## config.mk

```make
export PLATFORM = sky130hd
export DESIGN_NAME = onehot_select_encoder
export DESIGN_NICKNAME = d
export VERILOG_FILES = /design/src/rtl/onehot_enc_pkg.sv /design/src/rtl/bit_synchronizer.sv /design/src/rtl/onehot_select_encoder.sv
export SDC_FILE = /design/constraint.sdc
export NUM_CORES = 1
export LEC_CHECK = 0
export ABC_AREA = 1
export BUFFER_PORTS_ARGS = -buffer_cell sky130_fd_sc_hd__buf_2
export CAP_MARGIN = 20
export CORE_MARGIN = 10
export CORE_UTILIZATION = 35
export DETAILED_ROUTE_END_ITERATION = 10
export PLACE_DENSITY = 0.49
export SLEW_MARGIN = 20
export SYNTH_ARGS = -nofsm -noshare
export SYNTH_HDL_FRONTEND = slang
export SYNTH_SLANG_ARGS = --single-unit
```

## constraint.sdc

```tcl
create_clock -name clk -period 3.6 [get_ports clk]
set_clock_uncertainty 0.2 [all_clocks]
set_input_delay 0.72 -clock clk [delete_from_list [all_inputs] [get_ports clk]]
set_output_delay 0.72 -clock clk [all_outputs]
set_load 0.05 [all_outputs]
```

## src/rtl/onehot_enc_pkg.sv

```systemverilog
// Shared types, widths and helpers for the one-hot select encoder.
package onehot_enc_pkg;

  localparam int CODE_W            = 3;
  localparam int SEL_W             = 7;
  localparam int CNT_W             = 8;
  localparam int SYNC_STAGES_DEF   = 2;
  localparam int STABLE_CYCLES_DEF = 4;

  localparam logic [CODE_W-1:0] ERR_CODE = 3'b111;

  typedef enum logic [1:0] {
    IDLE,
    SETTLE,
    HOLD,
    RELEASE
  } state_e;

  function automatic logic is_onehot(input logic [SEL_W-1:0] v);
    return (v != '0) && ((v & (v - 1'b1)) == '0);
  endfunction

  function automatic logic [CODE_W-1:0] encode(input logic [SEL_W-1:0] v);
    logic [CODE_W-1:0] enc;
    enc = '0;
    for (int i = 0; i < SEL_W; i++) begin
      if (v[i]) enc = CODE_W'(i);
    end
    return enc;
  endfunction

endpackage

```

## src/rtl/bit_synchronizer.sv

```systemverilog
// Multi-bit, multi-stage flop synchronizer with asynchronous reset to zero.
module bit_synchronizer #(
  parameter int WIDTH = 1,
  parameter int DEPTH = 2
) (
  input  logic             clk,
  input  logic             reset,
  input  logic [WIDTH-1:0] d,
  output logic [WIDTH-1:0] q
);

  logic [DEPTH-1:0][WIDTH-1:0] stage_q;
  logic [DEPTH-1:0][WIDTH-1:0] stage_d;

  always_comb begin
    stage_d = {stage_q[DEPTH-2:0], d};
  end

  // NOTE: every stage resets to zero so a reset looks like an all-zero select downstream.
  always_ff @(posedge clk or posedge reset) begin
    if (reset) stage_q <= '0;
    else       stage_q <= stage_d;
  end

  assign q = stage_q[DEPTH-1];

endmodule

```

## src/rtl/onehot_select_encoder.sv

```systemverilog
// Synchronizes an asynchronous one-hot select, debounces it, and presents the
// encoded index until acknowledged; non-one-hot patterns produce an err pulse.
module onehot_select_encoder
  import onehot_enc_pkg::*;
#(
  parameter int SYNC_STAGES   = SYNC_STAGES_DEF,
  parameter int STABLE_CYCLES = STABLE_CYCLES_DEF
) (
  input  logic       clk,
  input  logic       reset,
  input  logic [6:0] sel_in,
  input  logic       ack,
  output logic [2:0] code,
  output logic       code_valid,
  output logic       err
);

  localparam logic [CNT_W-1:0] STABLE_MAX = CNT_W'(STABLE_CYCLES);

  logic [SEL_W-1:0]  sync_q;
  state_e            state_q, state_d;
  logic [CNT_W-1:0]  cnt_q, cnt_d;
  logic [SEL_W-1:0]  cand_q, cand_d;
  logic [CODE_W-1:0] code_q, code_d;
  logic              valid_q, valid_d;
  logic              err_q, err_d;
  logic              settle_done;

  bit_synchronizer #(
    .WIDTH (SEL_W),
    .DEPTH (SYNC_STAGES)
  ) u_sync (
    .clk   (clk),
    .reset (reset),
    .d     (sel_in),
    .q     (sync_q)
  );

  // NOTE: every signal written here gets a default first, so no path can infer a latch.
  always_comb begin
    state_d     = state_q;
    cnt_d       = cnt_q;
    cand_d      = cand_q;
    code_d      = code_q;
    valid_d     = valid_q;
    err_d       = 1'b0;
    settle_done = 1'b0;

    case (state_q)
      IDLE: begin
        if (sync_q != '0) begin
          cand_d      = sync_q;
          cnt_d       = CNT_W'(1);
          state_d     = SETTLE;
          settle_done = (cnt_d == STABLE_MAX);
        end
      end
      SETTLE: begin
        if (sync_q == '0) begin
          state_d = IDLE;
        end else if (sync_q != cand_q) begin
          cand_d = sync_q;
          cnt_d  = CNT_W'(1);
        end else begin
          // Counter saturates at the threshold instead of wrapping.
          cnt_d       = (cnt_q < STABLE_MAX) ? cnt_q + CNT_W'(1) : cnt_q;
          settle_done = (cnt_d == STABLE_MAX);
        end
      end
      HOLD: begin
        if (ack) begin
          valid_d = 1'b0;
          state_d = RELEASE;
        end
      end
      RELEASE: begin
        if (sync_q == '0) state_d = IDLE;
      end
      default: state_d = IDLE;
    endcase

    if (settle_done) begin
      if (is_onehot(cand_d)) begin
        code_d  = encode(cand_d);
        valid_d = 1'b1;
        state_d = HOLD;
      end else begin
        code_d  = ERR_CODE;
        err_d   = 1'b1;
        state_d = RELEASE;
      end
    end
  end

  // NOTE: sequential state uses non-blocking assignments only.
  always_ff @(posedge clk or posedge reset) begin
    if (reset) begin
      state_q <= IDLE;
      cnt_q   <= '0;
      cand_q  <= '0;
      code_q  <= '0;
      valid_q <= 1'b0;
      err_q   <= 1'b0;
    end else begin
      state_q <= state_d;
      cnt_q   <= cnt_d;
      cand_q  <= cand_d;
      code_q  <= code_d;
      valid_q <= valid_d;
      err_q   <= err_d;
    end
  end

  assign code       = code_q;
  assign code_valid = valid_q;
  assign err        = err_q;

endmodule

```

==> results of run 1 <==
## through the flow
| step | hold slack [ns] | total power, mW | setup slack [ns] | util, % |
|---|---|---|---|---|
| floorplan | 0.131 | 0.591 | 1.73 | - |
| detailed placement | 0.135 | 0.631 | 1.47 | 39.0 |
| CTS | 0.152 | 1.14 | 1.45 | 42.1 |
| global placement | 0.131 | 0.635 | 1.45 | 39.0 |
| global route | 0.155 | 1.18 | 1.13 | 42.1 |
| finish | 0.150 | 1.12 | 1.44 | 42.1 |
## critical path, cell delays in order, from the launching register on
cell     delay [ns]
dfrtp_1        0.43
xnor2_1        0.16
nand2_1        0.11
nor4_4         0.29
nand2_2        0.20
nor3_2         0.14
nand2_1        0.18
nand2_1        0.14
nand2_1        0.07
nand2_1        0.06
o21ai_1        0.06
## cells by family after synthesis
family,Yosys count,synth area share (%)
AOI/OAI and AO/OA,30,8.86
xor gates and xnor gates,8,3.85
adders and majority gates,1,0.687
buffers and inverters,29,6.32
DFF,36,49.5
and+or+nand+nor,108,30.8
## placed cells by master (no fill, tap or decap), drive strengths merged, types with 3 or more instances in the layout
cell type and n:
clkbuf 5, buf 15, bufinv 3, nand2 62, nand3 17, o21ai 11, nor2 24, xor2 3
a21oi 16, dfrtp 36, inv 28, xnor2 5
## Yosys cell counts
library cell  instances
inv_1                21
nor4_4                1
inv_4                 1
o21ai_2               2
nand3_2               1
nand4_1               2
buf_4                 1
o22ai_1               1
nand2_4               6
inv_2                 6
xor2_1                3
xnor2_1               5
nor2_4                4
nor3_1                1
ha_1                  1
o21ai_0               4
o21ai_1               5
nor2_2                4
nand2_2               6
dfrtp_1              36
nor3_2                1
nor2_1               16
a31oi_1               2
a21oi_1              16
nand2_1              50
nand3_1              16
## power by group
group          total, mW  switching (mW)  internal (mW)
logic              0.170           0.113         0.0572
registers          0.453          0.0257          0.427
clock network      0.499           0.153          0.347
total               1.12           0.291          0.831
## state kept, by name (all words and copies together) (netlist names)
| name | count |
|---|---|
| cand_q | 7 |
| code | 3 |
| state_q | 2 |
| u_sync.q | 7 |
| code_valid | 1 |
| err | 1 |
| u_sync.stage_d | 7 |
| cnt_q | 8 |
## layer usage
metal  wire length, um  up-vias  global-route usage [%]
met3               186        5                    3.26
met1              1880      613                    12.1
met5                 0        -                       0
met2              1520       30                    13.2
met4                56        0                    3.47
li1                  -      715                       -
## layout make-up
class	instances	share of cell area, %
inverters	28	5.03
clock inverters	3	4.21
well taps	70	4.10
repair buffers	15	3.63
flip-flops and latches	36	42.1
multi-input cells	147	37.7
clock buffers	5	3.22
## worst min path at each step
stage / start / to / slack, ns / cells past startpoint
global placement: u_sync.stage_d[12] / u_sync.q[5] / 0.13 / 0
floorplan: u_sync.stage_d[7] / u_sync.q[0] / 0.13 / 0
finish: u_sync.stage_d[13] / u_sync.q[6] / 0.15 / 0
CTS: u_sync.stage_d[13] / u_sync.q[6] / 0.15 / 0
detailed placement: u_sync.stage_d[10] / u_sync.q[3] / 0.13 / 0
global route: u_sync.stage_d[9] / u_sync.q[2] / 0.15 / 0
==> run_results.csv, run 1 <==
group,metric,value,unit
outcome,status,"finished, final reports clean",
clock_tree,cts.sink_count,36,
floorplan,die_h,92.1,um
final_layout,diodes,0,
drt,ant_nets,0,
drt,vias,1363,
drt,drc,0,
floorplan,die_area,0.00849,mm2
sta,worst_slew_pin_slew,0.456,ns
worst_setup_path,critPathLaunch,"cand_q[2]",
placement,place_hpwl,2720,um
clock_tree,cts_tree,"done",
sta,min_period,2.16,ns
sta,fmax,0.464,GHz
final_layout,register_area,901,um2
sta,slew_headroom,69.6,%
floorplan,core.rowCount,26,
flow_run,cap_violations,0,
drt,dr.first_iter.drc_count,43,
placement,dp_cells,296,
final_layout,area_delta_synth_final,17.4,%
clock_tree,cts_inserted_buffers,5,
drt,wl,3640,um
clock_tree,clk_latency,0.29,ns
sta,hold_viol,0,
worst_setup_path,critPathCaptureType,"flip-flop",
final_layout,layoutNonFillerInstCount,304,
clock_tree,postCtsHoldBufs,0,
global_route,gr-total-overflow,0,
min_path,holdCritPathClass,"reg2reg",
global_route,grt_usage,9.13,%
global_route,grt_max_degree,37,
clock_tree,post-cts-setup-buffers,0,
yosys,syn_nets,223,
yosys,syn_avg_cell_area,8.59,um2
power,p_leak,1.06,nW
floorplan,die_w,92.1,um
sta,maxSlewViolCount,0,
final_layout,multi_input_area,806,um2
floorplan,start_util,35.9,%
placement,globalplace.congestion,0.813,
final_layout,design_area,0.00214,mm2
drt,vias_per_cell,4.48,
final_layout,finalNetCount,244,
yosys,synth_area,0.00182,mm2
worst_setup_path,worst-setup-path-type,"reg2reg",
worst_setup_path,path_max_fanout,8,
power,power.density,525,mW/mm2
clock_tree,cts_root_buf,"clkbuf_8",
worst_setup_path,cp.arrival,2.13,ns
worst_setup_path,r2r_start,"cand_q[2]",
floorplan,pin_count,15,
worst_setup_path,reg2regPathDepth,10,
drt,dr.pass1.iters,4,
worst_setup_path,endpoint,"state_q[1]",
sta,tns,0,ns
worst_setup_path,rrSetupSlack,1.44,ns
global_route,grt_pass1_wl,6240,um
yosys,yosysWarningCount,0,
clock_tree,post_cts_resized,0,
yosys,synth_top_area_share,49.5,%
sta,rsz0062_at_grt,"false",
yosys,ys_types,26,
worst_setup_path,cp.required,3.58,ns
final_layout,nFillCells,532,
clock_tree,htreeDepth,2,
yosys,yosys.area.top_type,"dfrtp_1",
clock_tree,clockBufferDepth,2,
power,irDropWorstVdd,0.223,mV
drt,routedWlPerCell,12.0,um
yosys,netlist_instances,212,
floorplan,coreArea,0.00507,mm2
final_layout,drive_gt1_share,23.5,%
yosys,ys_seq_area_share,49.5,%
yosys,ys_ff_latch,36,
clock_tree,clkTransAtPathRegs,0.08,ns
placement,placement.io_buffers,14,
sta,setup_viol,0,
global_route,antenna_found_initial,0,
yosys,ys_top_cells_by_area,"dfrtp_1 49%, nand2_1 10%, a21oi_1 4.4%",
placement,place_area,0.00198,mm2
global_route,grt_pass1_vias,1337,
worst_setup_path,rr_endpoint,"state_q[1]",
worst_setup_path,cp-start-kind,"flip-flop",
sta,fin_crit_sh,59.9,%
Power figures use the tool's default switching activity.
==> inputs of run 2 (changes only) <==
==> constraint.sdc (replaced) <==
create_clock -name clk -period 2.1 [get_ports clk]
set_clock_uncertainty 0.2 [all_clocks]
set_input_delay 0.42 -clock clk [delete_from_list [all_inputs] [get_ports clk]]
set_output_delay 0.42 -clock clk [all_outputs]
set_load 0.05 [all_outputs]
==> run_results.csv, run 2 (synthesized netlist as in run 1, its figures left out) <==
group,metric,value,unit
power,p_leak,1.10,nW
worst_setup_path,path_max_fanout,8,
min_path,holdCritPathClass,"in2async",
final_layout,utilization,43.9,%
worst_setup_path,cp-start-kind,"flip-flop",
power,power_frac_comb,18.8,%
worst_setup_path,timing.critical_path.slowest_cell_delay,0.43,ns
clock_tree,cts_root_buf,"clkbuf_8",
final_layout,layoutNonFillerInstCount,316,
sta,worst_slew_pin_slew,0.445,ns
placement,place_hpwl,2750,um
clock_tree,clkTransAtPathRegs,0.07,ns
floorplan,start_util,35.9,%
worst_setup_path,critPathTopFamily,"simple AND/OR/NAND/NOR gates",
drt,drc,0,
power,p_sw_share,29.0,%
power,irDropWorstVdd,0.386,mV
worst_setup_path,worstPathBufferInverterCount,2,
drt,vias_per_cell,4.48,
placement,globalplace.congestion,0.822,
final_layout,largest_reg_flops,8,
drt,wl,3600,um
power,power_switching,0.491,mW
global_route,grt_pass1_wl,6470,um
global_route,antenna_found_initial,0,
drt,routedWlPerCell,11.4,um
worst_setup_path,crit_top_cell,"nand2_4",
final_layout,finalNetCount,256,
final_layout,area_delta_synth_final,22.3,%
final_layout,final_cell_mix,"46 x nand2_1, 34 x dfrtp_1, 20 x inv_1, 15 x nand3_1, 15 x nor2_1",
floorplan,coreArea,0.00507,mm2
final_layout,multi_input_area,842,um2
final_layout,diodes,0,
floorplan,core.rowCount,26,
clock_tree,cts_tree,"done",
placement,placement.io_buffers,14,
clock_tree,clockBufferDepth,2,
floorplan,die_w,92.1,um
floorplan,die_area,0.00849,mm2
power,p_clk_share,35.3,%
drt,vias,1417,
sta,hold_viol,0,
worst_setup_path,cp.arrival,2.07,ns
worst_setup_path,worst-setup-path-type,"reg2reg",
sta,setup_viol,0,
clock_tree,cts_inserted_buffers,5,
final_layout,layout_commonest_cell,"nand2_1",
sta,rsz0062_at_grt,"true",
global_route,grt_usage,9.42,%
power,seqPwrFrac,45.8,%
final_layout,nFillCells,519,
drt,dr.first_iter.drc_count,70,
final_layout,drive_gt1_share,32.1,%
sta,fin_crit_sh,97.3,%
global_route,grt_max_degree,37,
placement,dp_cells,300,
final_layout,largest_register,"cnt_q",
global_route,gr-total-overflow,0,
clock_tree,cts.sink_count,36,
worst_setup_path,cp.required,2.13,ns
clock_tree,htreeDepth,2,
worst_setup_path,cp_slowest_cell,"dfrtp_2",
global_route,grt_pass1_vias,1426,
floorplan,die_h,92.1,um
clock_tree,clk_latency,0.29,ns
worst_setup_path,cp_cell_sequence,"buf_12, nor2_4, nand2_4, nand2_4, nand2_4, nand2_4, nand3_2, nor2_2, nand3_1, nand2_1, inv_2, nand2_4, nand2_2, nand2_1, nand2_1, nand2_1",
drt,dr.pass1.iters,4,
floorplan,pin_count,15,
power,p_int,1.20,mW
power,power.density,761,mW/mm2
flow_run,cap_violations,0,
drt,ant_nets,0,
sta,fmax,0.490,GHz
worst_setup_path,critPathCaptureType,"flip-flop",
final_layout,register_area,903,um2
sta,min_period,2.04,ns
sta,maxSlewViolCount,0,
outcome,status,"finished, final reports clean",
sta,slew_headroom,70.3,%
run 2: changes by cell type in the layout (fill, tap and decap cells not counted), moves of 2 or more:
| cell | change |
|---|---|
| bufinv_16 | -2 |
| nand2_2 | +4 |
| a21oi_2 | +2 |
| dfrtp_2 | +2 |
| nand2_1 | -4 |
| buf_4 | +11 |
| a21oi_1 | -2 |
| dfrtp_1 | -2 |
run 2: cell type report:
class | instances | area share, %
inverters | 28 | 4.83
clock inverters | 2 | 1.57
clock buffers | 6 | 3.26
well taps | 70 | 3.93
multi-input cells | 147 | 37.8
repair buffers | 27 | 8.09
flip-flops and latches | 36 | 40.5
run 2: worst reg2reg max path, stage by stage, from the launching register on:
cell     delay (ns)
dfrtp_2        0.43
buf_12         0.13
nor2_4         0.19
nand2_4        0.12
nand2_4        0.11
nand2_4        0.05
nand2_4        0.07
nand3_2        0.09
nor2_2         0.13
nand3_1        0.07
nand2_1        0.09
inv_2          0.05
nand2_4        0.07
nand2_2        0.04
nand2_1        0.05
nand2_1        0.05
nand2_1        0.05
run 2: worst paths after layout:
kind | from | endpoint | slack, ns | cells after the start
setup / recovery | u_sync.q[6] | state_q[0] | 0.06 | 16
hold / removal | reset | cand_q[5] | 0.02 | 3
setup reg to reg | u_sync.q[6] | state_q[0] | 0.06 | 16
hold reg to reg | u_sync.stage_d[8] | u_sync.q[1] | 0.15 | 0
max in group asynchronous | reset | state_q[0] | 1.34 | 3
min in group clk | sel_in[5] | u_sync.stage_d[12] | 0.03 | 1
run 2: timing repair:
item                                    4_1_cts  5_1_grt
buffers inserted                              0        8
endpoints found under the hold margin         0        0
hold buffers                                  0        0
resized for setup                             0       13
endpoints found under the setup margin        0        7
run 2: routing by layer:
| layer | wire [um] | vias up | track usage, % |
|---|---|---|---|
| met2 | 1550 | 40 | 14.0 |
| met1 | 1780 | 627 | 11.9 |
| met5 | 0 | - | 0 |
| met4 | 82 | 0 | 4.88 |
| li1 | - | 740 | - |
| met3 | 195 | 10 | 3.10 |
run 2: metrics by stage:
step                      setup TNS (ns)  hold WS (ns)  area, um2  total power, mW  setup WS, ns
after detailed placement               0         0.135       2010             1.09        0.0340
after global placement                 0         0.132       2010             1.09        0.0363
after floorplan                        0         0.131       1820             1.01         0.230
after CTS                              0        0.0233       2120             1.70        0.0165
after global routing              -0.409        0.0174       2230             1.80        -0.106
final                                  0        0.0170       2230             1.69        0.0571
run 2: power groups by stage:
stage                     Combinational (mW)  Sequential [mW]  Clock [mW]
after floorplan                        0.237            0.777           0
after global placement                 0.302            0.789           0
after detailed placement               0.300            0.788           0
after CTS                              0.301            0.776       0.625
after global routing                   0.366            0.782       0.654
final                                  0.319            0.777       0.599
==> inputs of run 3 (changes only) <==
--- a/config.mk
+++ b/config.mk
@@ -8,10 +8,12 @@
 export ABC_AREA = 1
 export BUFFER_PORTS_ARGS = -buffer_cell sky130_fd_sc_hd__buf_2
 export CAP_MARGIN = 20
+export CELL_PAD_IN_SITES_DETAIL_PLACEMENT = 1
+export CELL_PAD_IN_SITES_GLOBAL_PLACEMENT = 2
 export CORE_MARGIN = 10
-export CORE_UTILIZATION = 35
+export CORE_UTILIZATION = 36
 export DETAILED_ROUTE_END_ITERATION = 10
-export PLACE_DENSITY = 0.49
+export PLACE_DENSITY = 0.76
 export SLEW_MARGIN = 20
 export SYNTH_ARGS = -nofsm -noshare
 export SYNTH_HDL_FRONTEND = slang
==> run_results.csv, run 3 (synthesized netlist as in run 1, its figures left out) <==
group,metric,value,unit
clock_tree,clkTransAtPathRegs,0.08,ns
floorplan,pin_count,15,
worst_setup_path,timing.critical_path.slowest_cell_delay,0.41,ns
final_layout,final_cell_mix,"41 x nand2_1, 35 x dfrtp_1, 20 x buf_4, 19 x inv_1",
global_route,grt_pass1_wl,7540,um
global_route,gr-total-overflow,0,
worst_setup_path,rr_endpoint,"state_q[0]",
drt,wl,4420,um
drt,dr.first_iter.drc_count,45,
clock_tree,htreeDepth,2,
clock_tree,clk_latency,0.29,ns
min_path,holdCritPathClass,"in2async",
sta,fmax,0.479,GHz
clock_tree,cts_tree,"done",
clock_tree,cts.sink_count,36,
sta,maxSlewViolCount,0,
drt,routedWlPerCell,13.8,um
worst_setup_path,path_max_fanout,8,
floorplan,core.rowCount,25,
sta,rsz0062_at_grt,"true",
worst_setup_path,worst-setup-path-type,"reg2reg",
drt,drc,0,
floorplan,die_h,91.1,um
worst_setup_path,cp_slowest_cell,"dfrtp_1",
placement,globalplace.congestion,0.830,
sta,worst_slew_pin_slew,0.454,ns
floorplan,start_util,37.8,%
outcome,status,"finished, final reports clean",
worst_setup_path,critPathLaunch,"u_sync.q[5]",
final_layout,design_area,0.00235,mm2
worst_setup_path,r2r_start,"u_sync.q[5]",
power,p_leak,1.14,nW
final_layout,area_delta_synth_final,29.1,%
final_layout,layout_commonest_cell,"nand2_1",
drt,vias_per_cell,4.78,
worst_setup_path,reg2regPathDepth,17,
floorplan,die_w,91.1,um
floorplan,die_area,0.00831,mm2
final_layout,diodes,0,
drt,dr.pass1.iters,4,
worst_setup_path,crit_top_cell,"nand2_4",
clock_tree,cts_inserted_buffers,5,
worst_setup_path,cp_cell_sequence,"inv_2, nand2_2, nor2_4, nand2_4, nand2_4, nand2_4, nand2_4, nand3_4, nor2_4, nand3_2, nand2_2, inv_2, nand2_4, nand2_2, nand2_1, nand2_1, nand2_1",
power,power.density,756,mW/mm2
clock_tree,postCtsHoldBufs,0,
global_route,grt_usage,10.9,%
sta,fin_crit_sh,99.4,%
drt,vias,1531,
global_route,grt_pass1_vias,1645,
sta,min_period,2.09,ns
clock_tree,clockBufferDepth,2,
placement,place_hpwl,3310,um
sta,setup_viol,0,
final_layout,drive_gt1_share,39.9,%
sta,hold_viol,0,
worst_setup_path,cp.required,2.12,ns
power,irDropWorstVdd,0.396,mV
worst_setup_path,critPathCaptureType,"flip-flop",
placement,place_area,0.00202,mm2
floorplan,coreArea,0.00482,mm2
sta,layout_setup_ws,0.0127,ns
final_layout,largest_reg_flops,8,
worst_setup_path,cp.arrival,2.11,ns
global_route,antenna_found_initial,0,
placement,placement.io_buffers,14,
sta,tns,0,ns
final_layout,largest_register,"cnt_q",
placement,dp_cells,299,
worst_setup_path,rrSetupSlack,0.01,ns
flow_run,cap_violations,0,
drt,ant_nets,0,
worst_setup_path,cp-start-kind,"flip-flop",
sta,slew_headroom,69.7,%
placement,pre_cts_slack,-0.0255,ns
global_route,grt_max_degree,37,
clock_tree,cts_root_buf,"clkbuf_8",
final_layout,finalNetCount,263,
final_layout,layoutNonFillerInstCount,320,
run 3: how the worst max path moves through the flow:
stage	slack, ns	end	depth (start not counted)
after global placement	0.01	state_q[0]	17
after floorplan	0.23	state_q[0]	16
final	0.01	state_q[0]	17
after detailed placement	-0.03	state_q[0]	17
after global routing	-0.19	state_q[0]	17
after CTS	0.002	state_q[0]	17
run 3: area by class of cell:
type / instances / area (um2)
tap: 67 / 83.8
clock inverter: 3 / 42.5
fill: 594 / 2470
sequential: 36 / 902
inverter: 28 / 110
clock buffer: 5 / 68.8
timing repair buffer: 34 / 220
multi-input combinational: 147 / 923
run 3: per-stage QoR:
stage / power, mW / hold WS [ns] / utilization (%)
after global routing: 1.89 / 0.0218 / 48.8
after detailed placement: 1.10 / 0.136 / 41.9
after global placement: 1.09 / 0.132 / 41.9
after CTS: 1.72 / 0.0296 / 45.0
after floorplan: 1.01 / 0.131 / -
final: 1.78 / 0.0208 / 48.8
run 3: what timing repair did:
action / 4_1_cts / 5_1_grt
endpoints found under the setup margin: 4 / 7
pin swaps: 3 / 17
buffers inserted: 4 / 9
resized for setup: 2 / 31
run 3: power by group:
| part | total [mW] | switching, mW | internal (mW) |
|---|---|---|---|
| clock | 0.613 | 0.261 | 0.351 |
| sequential | 0.782 | 0.0484 | 0.733 |
| combinational | 0.382 | 0.237 | 0.145 |
| total | 1.78 | 0.546 | 1.23 |
run 3: critical path, delay by kind of cell (launching register included):
kind / cells / cell delay, ns
and+or+nand+nor: 15 / 1.27
buffers and inverters: 2 / 0.13
DFF: 1 / 0.41
run 3: per-layer routing:
| layer | vias to the layer above | global-route usage, % | part of all wire [%] |
|---|---|---|---|
| met5 | - | 0 | 0 |
| met4 | 0 | 2.87 | 0.52 |
| met3 | 4 | 3.21 | 4.2 |
| met2 | 28 | 18.5 | 51 |
| met1 | 742 | 13.3 | 44 |
| li1 | 757 | - | - |
